$ cat config.mk
export PLATFORM = sky130hd
export DESIGN_NAME = cache_l1_assoc
export DESIGN_NICKNAME = d
export VERILOG_FILES = /design/src/rtl/cache_l1_pkg.sv /design/src/rtl/cache_l1_lru.sv /design/src/rtl/cache_l1_assoc.sv
export SDC_FILE = /design/constraint.sdc
export NUM_CORES = 1
export LEC_CHECK = 0
export ABC_AREA = 1
export CAP_MARGIN = 10
export CORE_ASPECT_RATIO = 0.6
export CORE_MARGIN = 1
export CORE_UTILIZATION = 25
export DETAILED_ROUTE_END_ITERATION = 10
export DONT_BUFFER_PORTS = 1
export PLACE_DENSITY_LB_ADDON = 0.2
export SYNTH_ARGS = -nofsm -noshare
export SYNTH_HDL_FRONTEND = slang
export SYNTH_HIERARCHICAL = 1
export SYNTH_SLANG_ARGS = --single-unit
$ cat constraint.sdc
create_clock -name clock -period 5 [get_ports clock]
set_clock_uncertainty 0.1 [all_clocks]
set_input_delay 0.75 -clock clock [delete_from_list [all_inputs] [get_ports clock]]
set_output_delay 0.75 -clock clock [all_outputs]
set_load 0.01 [all_outputs]
$ cat src/rtl/cache_l1_pkg.sv
// Shared types and line-layout helpers for the set-associative L1 data cache.
// A stored line is packed as {valid, dirty, tag, lru, data}, data at bit 0.
package cache_l1_pkg;

   typedef enum logic [1:0] {IDLE, LOOKUP, WB, FILL} state_t;

   function automatic int unsigned clog2(input int unsigned n);
      int unsigned r;
      r = 0;
      while ((32'd1 << r) < n) r++;
      return r;
   endfunction

   function automatic int unsigned lru_lsb(input int unsigned data_w);
      return data_w;
   endfunction

   function automatic int unsigned tag_lsb(input int unsigned data_w, input int unsigned lru_w);
      return data_w + lru_w;
   endfunction

   function automatic int unsigned dirty_bit(input int unsigned addr_w, input int unsigned idx_w,
                                             input int unsigned lru_w, input int unsigned data_w);
      return data_w + lru_w + (addr_w - idx_w);
   endfunction

   function automatic int unsigned valid_bit(input int unsigned addr_w, input int unsigned idx_w,
                                             input int unsigned lru_w, input int unsigned data_w);
      return dirty_bit(addr_w, idx_w, lru_w, data_w) + 1;
   endfunction

   function automatic int unsigned line_w(input int unsigned addr_w, input int unsigned idx_w,
                                          input int unsigned lru_w, input int unsigned data_w);
      return dirty_bit(addr_w, idx_w, lru_w, data_w) + 2;
   endfunction

endpackage

$ cat src/rtl/cache_l1_lru.sv
// True-LRU helper for one set: next counter vector for an access to `way`,
// and the replacement victim (lowest invalid way, else the least recent one).
module cache_l1_lru
   import cache_l1_pkg::*;
#(
   parameter int unsigned WAYS = 4,
   localparam int unsigned LRU_W = clog2(WAYS)
)(
   input  logic [WAYS*LRU_W-1:0] lru_in,
   input  logic [WAYS-1:0]       valid_in,
   input  logic [LRU_W-1:0]      way,
   output logic [WAYS*LRU_W-1:0] lru_out,
   output logic [LRU_W-1:0]      victim
);

   logic [LRU_W-1:0] cur;
   logic             found;

   always_comb begin
      cur = '0;
      for (int unsigned i = 0; i < WAYS; i++)
         if (LRU_W'(i) == way) cur = lru_in[i*LRU_W +: LRU_W];

      lru_out = lru_in;
      for (int unsigned i = 0; i < WAYS; i++) begin
         if (LRU_W'(i) == way)
            lru_out[i*LRU_W +: LRU_W] = '0;
         else if (lru_in[i*LRU_W +: LRU_W] < cur)
            lru_out[i*LRU_W +: LRU_W] = lru_in[i*LRU_W +: LRU_W] + LRU_W'(1);
      end

      victim = '0;
      found  = 1'b0;
      for (int unsigned i = 0; i < WAYS; i++)
         if (!valid_in[i] && !found) begin
            victim = LRU_W'(i);
            found  = 1'b1;
         end
      for (int unsigned i = 0; i < WAYS; i++)
         if (!found && lru_in[i*LRU_W +: LRU_W] == LRU_W'(WAYS-1)) begin
            victim = LRU_W'(i);
            found  = 1'b1;
         end
   end

endmodule

$ cat src/rtl/cache_l1_assoc.sv
// N-way set-associative, write-back, write-allocate L1 data cache with true LRU;
// misses write back a dirty victim and fill over a req/ack memory handshake.
module cache_l1_assoc
   import cache_l1_pkg::*;
#(
   parameter int unsigned ADDR_W = 8,
   parameter int unsigned DATA_W = 8,
   parameter int unsigned SETS   = 4,
   parameter int unsigned WAYS   = 4
)(
   input  logic              clock,
   input  logic              reset,
   input  logic              req,
   input  logic              wren,
   input  logic [ADDR_W-1:0] address,
   input  logic [DATA_W-1:0] data,
   output logic [DATA_W-1:0] q,
   output logic              done,
   output logic              hit,
   output logic              mem_req,
   output logic              mem_wren,
   output logic [ADDR_W-1:0] mem_addr,
   output logic [DATA_W-1:0] mem_wdata,
   input  logic [DATA_W-1:0] mem_rdata,
   input  logic              mem_ack
);

   localparam int unsigned IDX_W     = clog2(SETS);
   localparam int unsigned IW        = (IDX_W > 0) ? IDX_W : 1;
   localparam int unsigned LRU_W     = clog2(WAYS);
   localparam int unsigned TAG_W     = ADDR_W - IDX_W;
   localparam int unsigned LRU_LSB   = lru_lsb(DATA_W);
   localparam int unsigned TAG_LSB   = tag_lsb(DATA_W, LRU_W);
   localparam int unsigned DIRTY_BIT = dirty_bit(ADDR_W, IDX_W, LRU_W, DATA_W);
   localparam int unsigned VALID_BIT = valid_bit(ADDR_W, IDX_W, LRU_W, DATA_W);
   localparam int unsigned LINE_W    = line_w(ADDR_W, IDX_W, LRU_W, DATA_W);

   state_t              state;
   logic                wren_q;
   logic [ADDR_W-1:0]   addr_q;
   logic [DATA_W-1:0]   data_q;
   logic                first_q;
   logic [LRU_W-1:0]    victim_q;
   logic [LINE_W-1:0]   lines [SETS][WAYS];

   logic [IW-1:0]          idx;
   logic [TAG_W-1:0]       tag;
   logic                   hit_c;
   logic [LRU_W-1:0]       hit_way;
   logic [LRU_W-1:0]       victim_way;
   logic [WAYS-1:0]        set_valid;
   logic [WAYS*LRU_W-1:0]  set_lru;
   logic [WAYS*LRU_W-1:0]  lru_next;
   logic [ADDR_W-1:0]      wb_addr;

   generate
      if (IDX_W == 0) begin : g_full_assoc
         assign idx = '0;
      end else begin : g_set_assoc
         assign idx = addr_q[IDX_W-1:0];
      end
   endgenerate

   assign tag     = addr_q[ADDR_W-1:IDX_W];
   assign wb_addr = (ADDR_W'(lines[idx][victim_way][TAG_LSB +: TAG_W]) << IDX_W) | ADDR_W'(idx);

   always_comb begin
      hit_c     = 1'b0;
      hit_way   = '0;
      set_valid = '0;
      set_lru   = '0;
      for (int unsigned w = 0; w < WAYS; w++) begin
         set_valid[w]                 = lines[idx][w][VALID_BIT];
         set_lru[w*LRU_W +: LRU_W]    = lines[idx][w][LRU_LSB +: LRU_W];
         if (!hit_c && lines[idx][w][VALID_BIT] && lines[idx][w][TAG_LSB +: TAG_W] == tag) begin
            hit_c   = 1'b1;
            hit_way = LRU_W'(w);
         end
      end
   end

   cache_l1_lru #(.WAYS(WAYS)) u_lru (
      .lru_in   (set_lru),
      .valid_in (set_valid),
      .way      (hit_way),
      .lru_out  (lru_next),
      .victim   (victim_way)
   );

   always_ff @(posedge clock) begin
      if (reset) begin
         state     <= IDLE;
         done      <= 1'b1;
         hit       <= 1'b0;
         q         <= '0;
         mem_req   <= 1'b0;
         mem_wren  <= 1'b0;
         mem_addr  <= '0;
         mem_wdata <= '0;
         wren_q    <= 1'b0;
         addr_q    <= '0;
         data_q    <= '0;
         first_q   <= 1'b0;
         victim_q  <= '0;
         for (int unsigned s = 0; s < SETS; s++)
            for (int unsigned w = 0; w < WAYS; w++)
               lines[s][w] <= LINE_W'(w) << LRU_LSB;
      end else begin
         case (state)
            IDLE: begin
               if (req) begin
                  wren_q  <= wren;
                  addr_q  <= address;
                  data_q  <= data;
                  first_q <= 1'b1;
                  done    <= 1'b0;
                  state   <= LOOKUP;
               end
            end
            LOOKUP: begin
               first_q <= 1'b0;
               if (hit_c) begin
                  for (int unsigned w = 0; w < WAYS; w++)
                     lines[idx][w][LRU_LSB +: LRU_W] <= lru_next[w*LRU_W +: LRU_W];
                  if (wren_q) begin
                     lines[idx][hit_way][DATA_W-1:0] <= data_q;
                     lines[idx][hit_way][DIRTY_BIT]  <= 1'b1;
                  end else begin
                     q <= lines[idx][hit_way][DATA_W-1:0];
                  end
                  // only a hit on the first lookup of the access counts as a hit
                  hit   <= first_q;
                  done  <= 1'b1;
                  state <= IDLE;
               end else begin
                  victim_q <= victim_way;
                  mem_req  <= 1'b1;
                  if (lines[idx][victim_way][DIRTY_BIT]) begin
                     mem_wren  <= 1'b1;
                     mem_addr  <= wb_addr;
                     mem_wdata <= lines[idx][victim_way][DATA_W-1:0];
                     state     <= WB;
                  end else begin
                     mem_wren <= 1'b0;
                     mem_addr <= addr_q;
                     state    <= FILL;
                  end
               end
            end
            WB: begin
               if (mem_ack) begin
                  lines[idx][victim_q][DIRTY_BIT] <= 1'b0;
                  mem_wren <= 1'b0;
                  mem_addr <= addr_q;
                  state    <= FILL;
               end
            end
            FILL: begin
               if (mem_ack) begin
                  lines[idx][victim_q][VALID_BIT]          <= 1'b1;
                  lines[idx][victim_q][DIRTY_BIT]          <= 1'b0;
                  lines[idx][victim_q][TAG_LSB +: TAG_W]   <= tag;
                  lines[idx][victim_q][DATA_W-1:0]         <= mem_rdata;
                  mem_req <= 1'b0;
                  state   <= LOOKUP;
               end
            end
            default: state <= IDLE;
         endcase
      end
   end

endmodule

After elaboration in Yosys (flattened, before gate mapping)
Memories as Yosys holds them, arrays and structs flattened. A register that Yosys moved wholly into a read port is not among the register bits.
Cells that the tools add are included.
W data, S select, Z words.

operators by class
  add/subtract/negate cells = 4
  $lt $le $gt $ge = 9
  eq/ne operators = 19
  multiplexer cells = 539
  bitwise gates (word level) = 446
  reductions and logical operators = 44

operators with widths
  cell                   number
  $mux W72               9
  $mux W1                476
  $or A1 B1 Y1           440
  $demux W18 S2          6
  $bmux W18 S2           2
  $reduce_or A72 Y1      1
  $mux W17               4
  $mux W8                7
  $mux W2                27
  $eq A6 B6 Y1           4
  $mux W18               1
  $reduce_and A3 Y1      6
  $logic_and A1 B1 Y1    16
  $mux W16               1
  $pmux W8 S2            1
  $eq A2 B2 Y1 const B   6
  $logic_not A1 Y1       12
  $ne A2 B2 Y1 const B   5
  $ge A3 B3 Y1 const B   3
  $not A2 Y3             3
  $add A2 B1 Y2 const B  4
  $lt A2 B2 Y1           4
  $or A8 B2 Y8           1
  $pmux W1 S2            4
  other kinds (9)        18

storage, ports and cells
  register bits after elaboration = 50
  RAM bits = 288
  input port bits = 29
  output and inout port bits = 28
  memories = 1

memories
  memory  depth  width  read ports  clocked after Yosys merged registers in  write ports  line                  source
  lines   4      72     1           1                                        4            cache_l1_assoc.sv:44  logic [LINE_W-1:0] lines [SETS][WAYS];

Depth between registers and ports, before layout
Gate-level depths: netlist of the first run.

  depth after elaboration = 31
  mapped depth = 28
  mapped depth without buffers = 27

Cells and area by module
The synthesis of the first run kept the hierarchy.

modules (own cells, without submodules)
  module          instances  cells an instance  area an instance (sq um)
  cache_l1_assoc  1          1838               16235.6
  cache_l1_lru    1          89                 456.7

Worst setup path before layout of the first run
No wires, ideal clock.

  path kind = reg-to-reg
  start point = reg with a tool-made name
  end point = reg mem_addr[2]
  library setup time = 0.070 ns
  data arrival time = 3.705 ns
  data required time = 4.830 ns
  setup slack = 1.125 ns
  cell stages (with the launch flop) = 24
  path buffers = 8
  path through = dfxtp_1 > buf_6 > buf_4 > buf_2 > buf_2 > clkbuf_1 > clkbuf_1 > o21ai_0 > o22ai_1 > ha_1 > nand2_1 > o211ai_1 > clkbuf_1 > inv_1 > o211ai_1 > nand3_1 > nand2_1 > nand2_1 > inv_1 > clkbuf_1 > nand2_1 > o21ai_0 > nand2_1 > a21oi_1

RTL lines
  element                 line                   source
  end signal: assignment  cache_l1_assoc.sv:140  mem_addr <= wb_addr;
  end signal: assignment  cache_l1_assoc.sv:145  mem_addr <= addr_q;
  end signal: assignment  cache_l1_assoc.sv:154  mem_addr <= addr_q;
  end: declaration        cache_l1_assoc.sv:22   output logic [ADDR_W-1:0] mem_addr,

==> results of run 1 <==
layer usage:
metal  GRT usage, %  up-vias  wire length [um]
li1               -     6441                 -
met1           26.8     6585             29600
met2           22.6      475             22200
met3           4.94       70              5310
met4           3.54        4               983
met5              0        -                22
logic make-up after synthesis:
family          share of synthesized area (%)
fa+ha+maj                               0.899
buf+inv                                  5.30
flops                                    57.1
compound gates                           11.3
simple gates                             25.4
flip-flops by register name, indices dropped and copies added, names as in the netlist, named ones only:
register	flops
done	1
wren_q	1
state	2
hit	1
q	8
addr_q	8
lines	288
mem_wren	1
victim_q	2
mem_req	1
mem_wdata	8
first_q	1
data_q	8
mem_addr	8
layout by cell type (no fill, tap or decap), types with 4 or more instances in the layout:
| cell type | instances |
|---|---|
| dfxtp_1 | 66 |
| edfxtp_1 | 272 |
| o21ai_0 | 167 |
| nand3_1 | 111 |
| a32o_1 | 21 |
| nand2_2 | 20 |
| o22ai_1 | 24 |
| o21ai_1 | 19 |
| nand2_4 | 16 |
| clkinv_1 | 8 |
| clkinv_2 | 5 |
| ha_1 | 12 |
| o221ai_1 | 4 |
| nor2_4 | 4 |
| a21oi_1 | 82 |
| clkbuf_16 | 39 |
| o31ai_1 | 4 |
| inv_1 | 108 |
| nor2_2 | 5 |
| clkbuf_1 | 7 |
| nor2_1 | 354 |
| o211ai_1 | 12 |
| buf_4 | 33 |
| inv_2 | 6 |
| nand2_1 | 506 |
worst max-delay path by stage:
stage	startpoint	to	slack, ns
2_1_floorplan	register	mem_addr[2]$_SDFFE_PP0P_	1.13
3_3_place_gp	register	lines[0][9]$_DFFE_PP_	0.43
3_5_place_dp	register	lines[0][9]$_DFFE_PP_	0.37
4_1_cts	register	lines[0][9]$_DFFE_PP_	0.36
5_1_grt	register	lines[0][9]$_DFFE_PP_	0.06
6_report	register	lines[0][9]$_DFFE_PP_	0.42
area by class of cell:
type	instances	area share (%)
flip-flops and latches	340	50.4
multi-input cells	1373	33.2
well taps	888	5.87
clock buffers	49	5.52
inverters	118	2.39
repair buffers	34	1.42
clock inverters	21	1.17
diodes	2	0.0265
power breakdown:
group	leakage, uW	switching (uW)	internal, uW
Clock	0.000611	1240	1650
Sequential	0.00336	120	3200
Combinational	0.00356	1360	453
stage by stage:
stage	cells	setup slack, ns
after global placement	2753	0.430
after floorplan	1927	1.13
final	2825	0.419
after CTS	2823	0.360
after detailed placement	2753	0.374
after global routing	2825	0.0602
critical path, stage by stage (launching register included):
cell      delay, ns
dfxtp_4        0.39
buf_12         0.34
nand2_1        0.10
nand3_1        0.19
nand2_1        0.15
nand2_1        0.08
nand2_1        0.05
nor2_1         0.12
nand2_1        0.07
nor2_1         0.13
nand2_1        0.07
nor2_1         0.26
inv_1          0.23
nand2_1        0.31
inv_1          0.12
o221ai_1       0.19
a21oi_1        0.07
a21oi_1        0.35
ha_1           0.32
o21ai_1        0.08
nand2_1        0.09
nor2_1         0.11
nor2_1         0.06
inv_1          0.10
o21ai_0        0.10
repair_timing:
| item | in CTS | in global routing |
|---|---|---|
| setup buffers | 0 | 0 |
| endpoints found under the setup margin | 0 | 10 |
| resized for setup | 0 | 3 |
==> run metrics, run 1 <==
post-route ant nets=0; share of the clock period used by the worst path=91.6%; TritonCTS Buffers=38; residual DRC count=0; first-pass GRT wire length=approximately 86,000 um; Layout Nets=1,946; crit end category=register; hold path cells=1; worst slew pin tran=1.14 ns; DP Area=0.0176 mm^2; largest net degree at the start of global routing=102; CTS H-tree depth=2; Detailed Place HPWL=40,700 um; Worst EP arrival=4.75 ns; Layout Area Growth over Synthesis=13.3%; # IOs=57; most frequent cell after synthesis=nand2_1; Die X=336 um; Critical Path Start Type=register; total clock sinks=340; FMAX=roughly 0.22 GHz; normalized max-slew margin=23.5%; clk buf depth=3; Post-Syn Area=0.0167 mm^2; number of port buffers=0; Die Ht=202 um; vias in the first global route=12,829; Final Hold Viols=0; flops & latches, synth=340; Multi-input gate area=0.00629 mm^2; Syn Inst Count=1,927; Synth area leader=edfxtp_1; latest clock arrival within the worst-skew pair=0.57 ns; Setup Crit Path Kind=register to register; TritonCTS clock tree=yes; EDFF count, synth=around 270; sequential cell area=0.00953 mm^2; Total Neg Setup Slack=0 ns; prevailing post-synth register cell=edfxtp_1; clock-pin slew on the worst setup and hold paths=0.06 ns; post-synthesis net count=between 1,500 and 2,000; initial antenna violation count=6; worst r2r path cells=24; final wirelength=between 50,000 and 60,000 um; Avg Cell Area, Syn=8.66 um^2; Synth warnings=6; max-slew violations=0; CP Max Fanout=101; RSZ-0062 raised after global routing=false; GP Congestion=0.890; Final setup viols=0; sequential share of the synthesized area=a little under three fifths; Hold-fix buffers, CTS=0; WL per Instance=20.6 um; worst r2r dst=lines[0][9]$_DFFE_PP_; Async SR Flop Fraction=0%; Max Cap Viol=0; worst reg2reg setup slack=between 0.4 and 0.5 ns; Die ar.=0.0678 mm^2; Lkg Pwr=0.00753 uW; Root Buffer=clkbuf_16; Hold Startpoint=reset; Overflow after GRT=0; Endpoint, Worst Hold=lines[3][17]$_DFF_P_; design area=about 0.019 mm^2; Core Region=between 0.06 and 0.07 mm^2; distinct cell type count after synthesis=33; Filler cells=6,990; 1st-iter DRT viols=about 1,500; Avg Vias per Cell=4.81; top cell type's share of synthesized area=48.9%; CP Data Required Time=5.17 ns; maximum vdd drop=0.241 mV; worst hold slack=roughly 0.2 ns; Hold WC Path Type=input pin to register; share of layout cells above drive strength 1=7.86%; via count=about 14,000; post-layout util=29.0%; Rows=72; status=finished, final reports clean; P per Cell Area=about 420 mW/mm^2; Area contributors post-synth=edfxtp_1, nand2_1, dfxtp_1; drt first pass iters=5; post-route minimum period=4.58 ns; most instantiated cells after synthesis=nand2_1, nor2_1, edfxtp_1; GRT Util Overall=17.1%; overall power=8020 uW; initial core utilization=25.6%
Note: power is estimated with default switching activity, not from simulation.
==> inputs of run 2 (changes only) <==
- PLACE_DENSITY_LB_ADDON: 0.2 -> default
==> run metrics, run 2 (synthesis results as in run 1) <==
initial antenna violation count=3; Layout Nets=1,937; Layout Area Growth over Synthesis=13.0%; CP Data Required Time=5.17 ns; WL per Instance=18.8 um; number of port buffers=0; Die X=between 300 and 400 um; P per Cell Area=417 mW/mm^2; 1st-iter DRT viols=between 1,500 and 2,000; design area=0.0189 mm^2; total clock sinks=340; Hold Startpoint=reset; Final WS setup=0.470 ns; Overflow after GRT=0; sequential cell fraction of total power=42.2%; Setup Crit Path Kind=register to register; CTS H-tree depth=2; Core Region=0.0652 mm^2; initial core utilization=25.6%; Clock power frac=35.1%; Total Neg Setup Slack=0 ns; Crit path top cell by count=nand2_1; Hold WC Path Type=input pin to register; clk buf depth=3; worst reg2reg setup slack=0.47 ns; share of the clock period used by the worst path=90.6%; worst slew pin tran=between 1 and 1.5 ns; # IOs=57; residual DRC count=0; drt first pass iters=5; Final Hold Viols=0; Avg Vias per Cell=4.95; Int Pwr=5230 uW; post-CTS setup buffer count=0; Most flops, register=lines; Levels on crit path=25; vias in the first global route=12,789; max-slew violations=0; crit end category=register; Placed Cells incl. Taps=around 2,700; normalized max-slew margin=23.0%; FMAX=approximately 0.22 GHz; Die Ht=202 um; worst r2r dst=lines[0][9]$_DFFE_PP_; Detailed Place HPWL=36,800 um; switching share of total power=approximately 34%; crit path to=lines[0][9]$_DFFE_PP_; first-pass GRT wire length=79,500 um; most frequent cells in the layout=nand2_1, nor2_1, edfxtp_1; post-route ant nets=0; final wirelength=53,000 um; via count=between 10,000 and 15,000; power share of the combinational group=a little under a quarter; post-route minimum period=4.53 ns; Finished Layout Cells=2,813; commonest non-fill, non-tap cell in the layout=nand2_1; Worst EP arrival=~4.7 ns; TritonCTS clock tree=yes; GP Congestion=0.924; Critical Path Start Type=register; clock-pin slew on the worst setup and hold paths=0.07 ns; GRT Util Overall=15.3%; Root Buffer=clkbuf_16; Max Cap Viol=0; CP peak stage delay=0.50 ns; CP Max Fanout=73; worst r2r path cells=25; family with the most delay on the worst path=simple AND/OR/NAND/NOR gates; DP Area=0.0176 mm^2; Die ar.=0.0678 mm^2; TritonCTS Buffers=35; Worst Path Buf+Inv=5; max FFs per register=288; latest clock arrival within the worst-skew pair=between 0.5 and 0.6 ns; share of layout cells above drive strength 1=7.54%; Lkg Pwr=about 0.0075 uW; worst hold slack=0.162 ns; largest net degree at the start of global routing=147; maximum vdd drop=0.219 mV; RSZ-0062 raised after global routing=false; Psw=2640 uW; CP max stage cell=dfxtp_4; status=finished, final reports clean; Rows=72; Final setup viols=0; pre-CTS setup slack=around 0.32 ns; Filler cells=6,858
-- run 2: stage by stage --
stage / power [uW] / util, %
floorplan: 4500 / -
global placement: 5060 / 27.0
detailed placement: 5090 / 27.0
CTS: 7820 / 28.8
global route: 8170 / 28.9
finish: 7870 / 28.9
-- run 2: per-layer routing --
metal	vias to the layer above	routed length [um]	part of all wire, %	track usage [%]
li1	6419	-	-	-
met1	6685	24500	46	23.8
met2	748	20900	39	20.5
met3	67	6940	13	4.66
met4	4	680	1.3	2.61
met5	-	22	0.042	0
-- run 2: layout make-up --
type	instances	area [um^2]	share of cell area (%)
clock inverters	14	164	0.869
inverters	118	452	2.39
repair buffers	28	268	1.42
multi-input cells	1373	6290	33.4
well taps	888	1110	5.89
diodes	2	5.00	0.0265
flip-flops and latches	340	9530	50.5
clock buffers	50	1030	5.49
-- run 2: worst min path at each step --
stage	end	slack [ns]	depth (start not counted)
5_1_grt	mem_wren$_SDFFE_PP0P_	0.14	1
6_report	mem_wren$_SDFFE_PP0P_	0.16	1
3_3_place_gp	lines[0][71]$_DFF_P_	0.35	2
3_5_place_dp	lines[0][71]$_DFF_P_	0.34	2
2_1_floorplan	lines[0][71]$_DFF_P_	0.32	2
4_1_cts	mem_wren$_SDFFE_PP0P_	0.14	1
-- run 2: repair_timing --
item / CTS / global route
resized for setup: 0 / 7
endpoints found under the setup margin: 0 / 32
hold buffers: 0 / 0
-- run 2: power groups by stage --
stage | logic, uW | clock network (uW) | registers [uW]
2_1_floorplan | 1180 | 0 | 3320
3_3_place_gp | 1700 | 0 | 3370
3_5_place_dp | 1720 | 0 | 3370
4_1_cts | 1730 | 2790 | 3310
6_report | 1790 | 2760 | 3320
5_1_grt | 1960 | 2890 | 3330
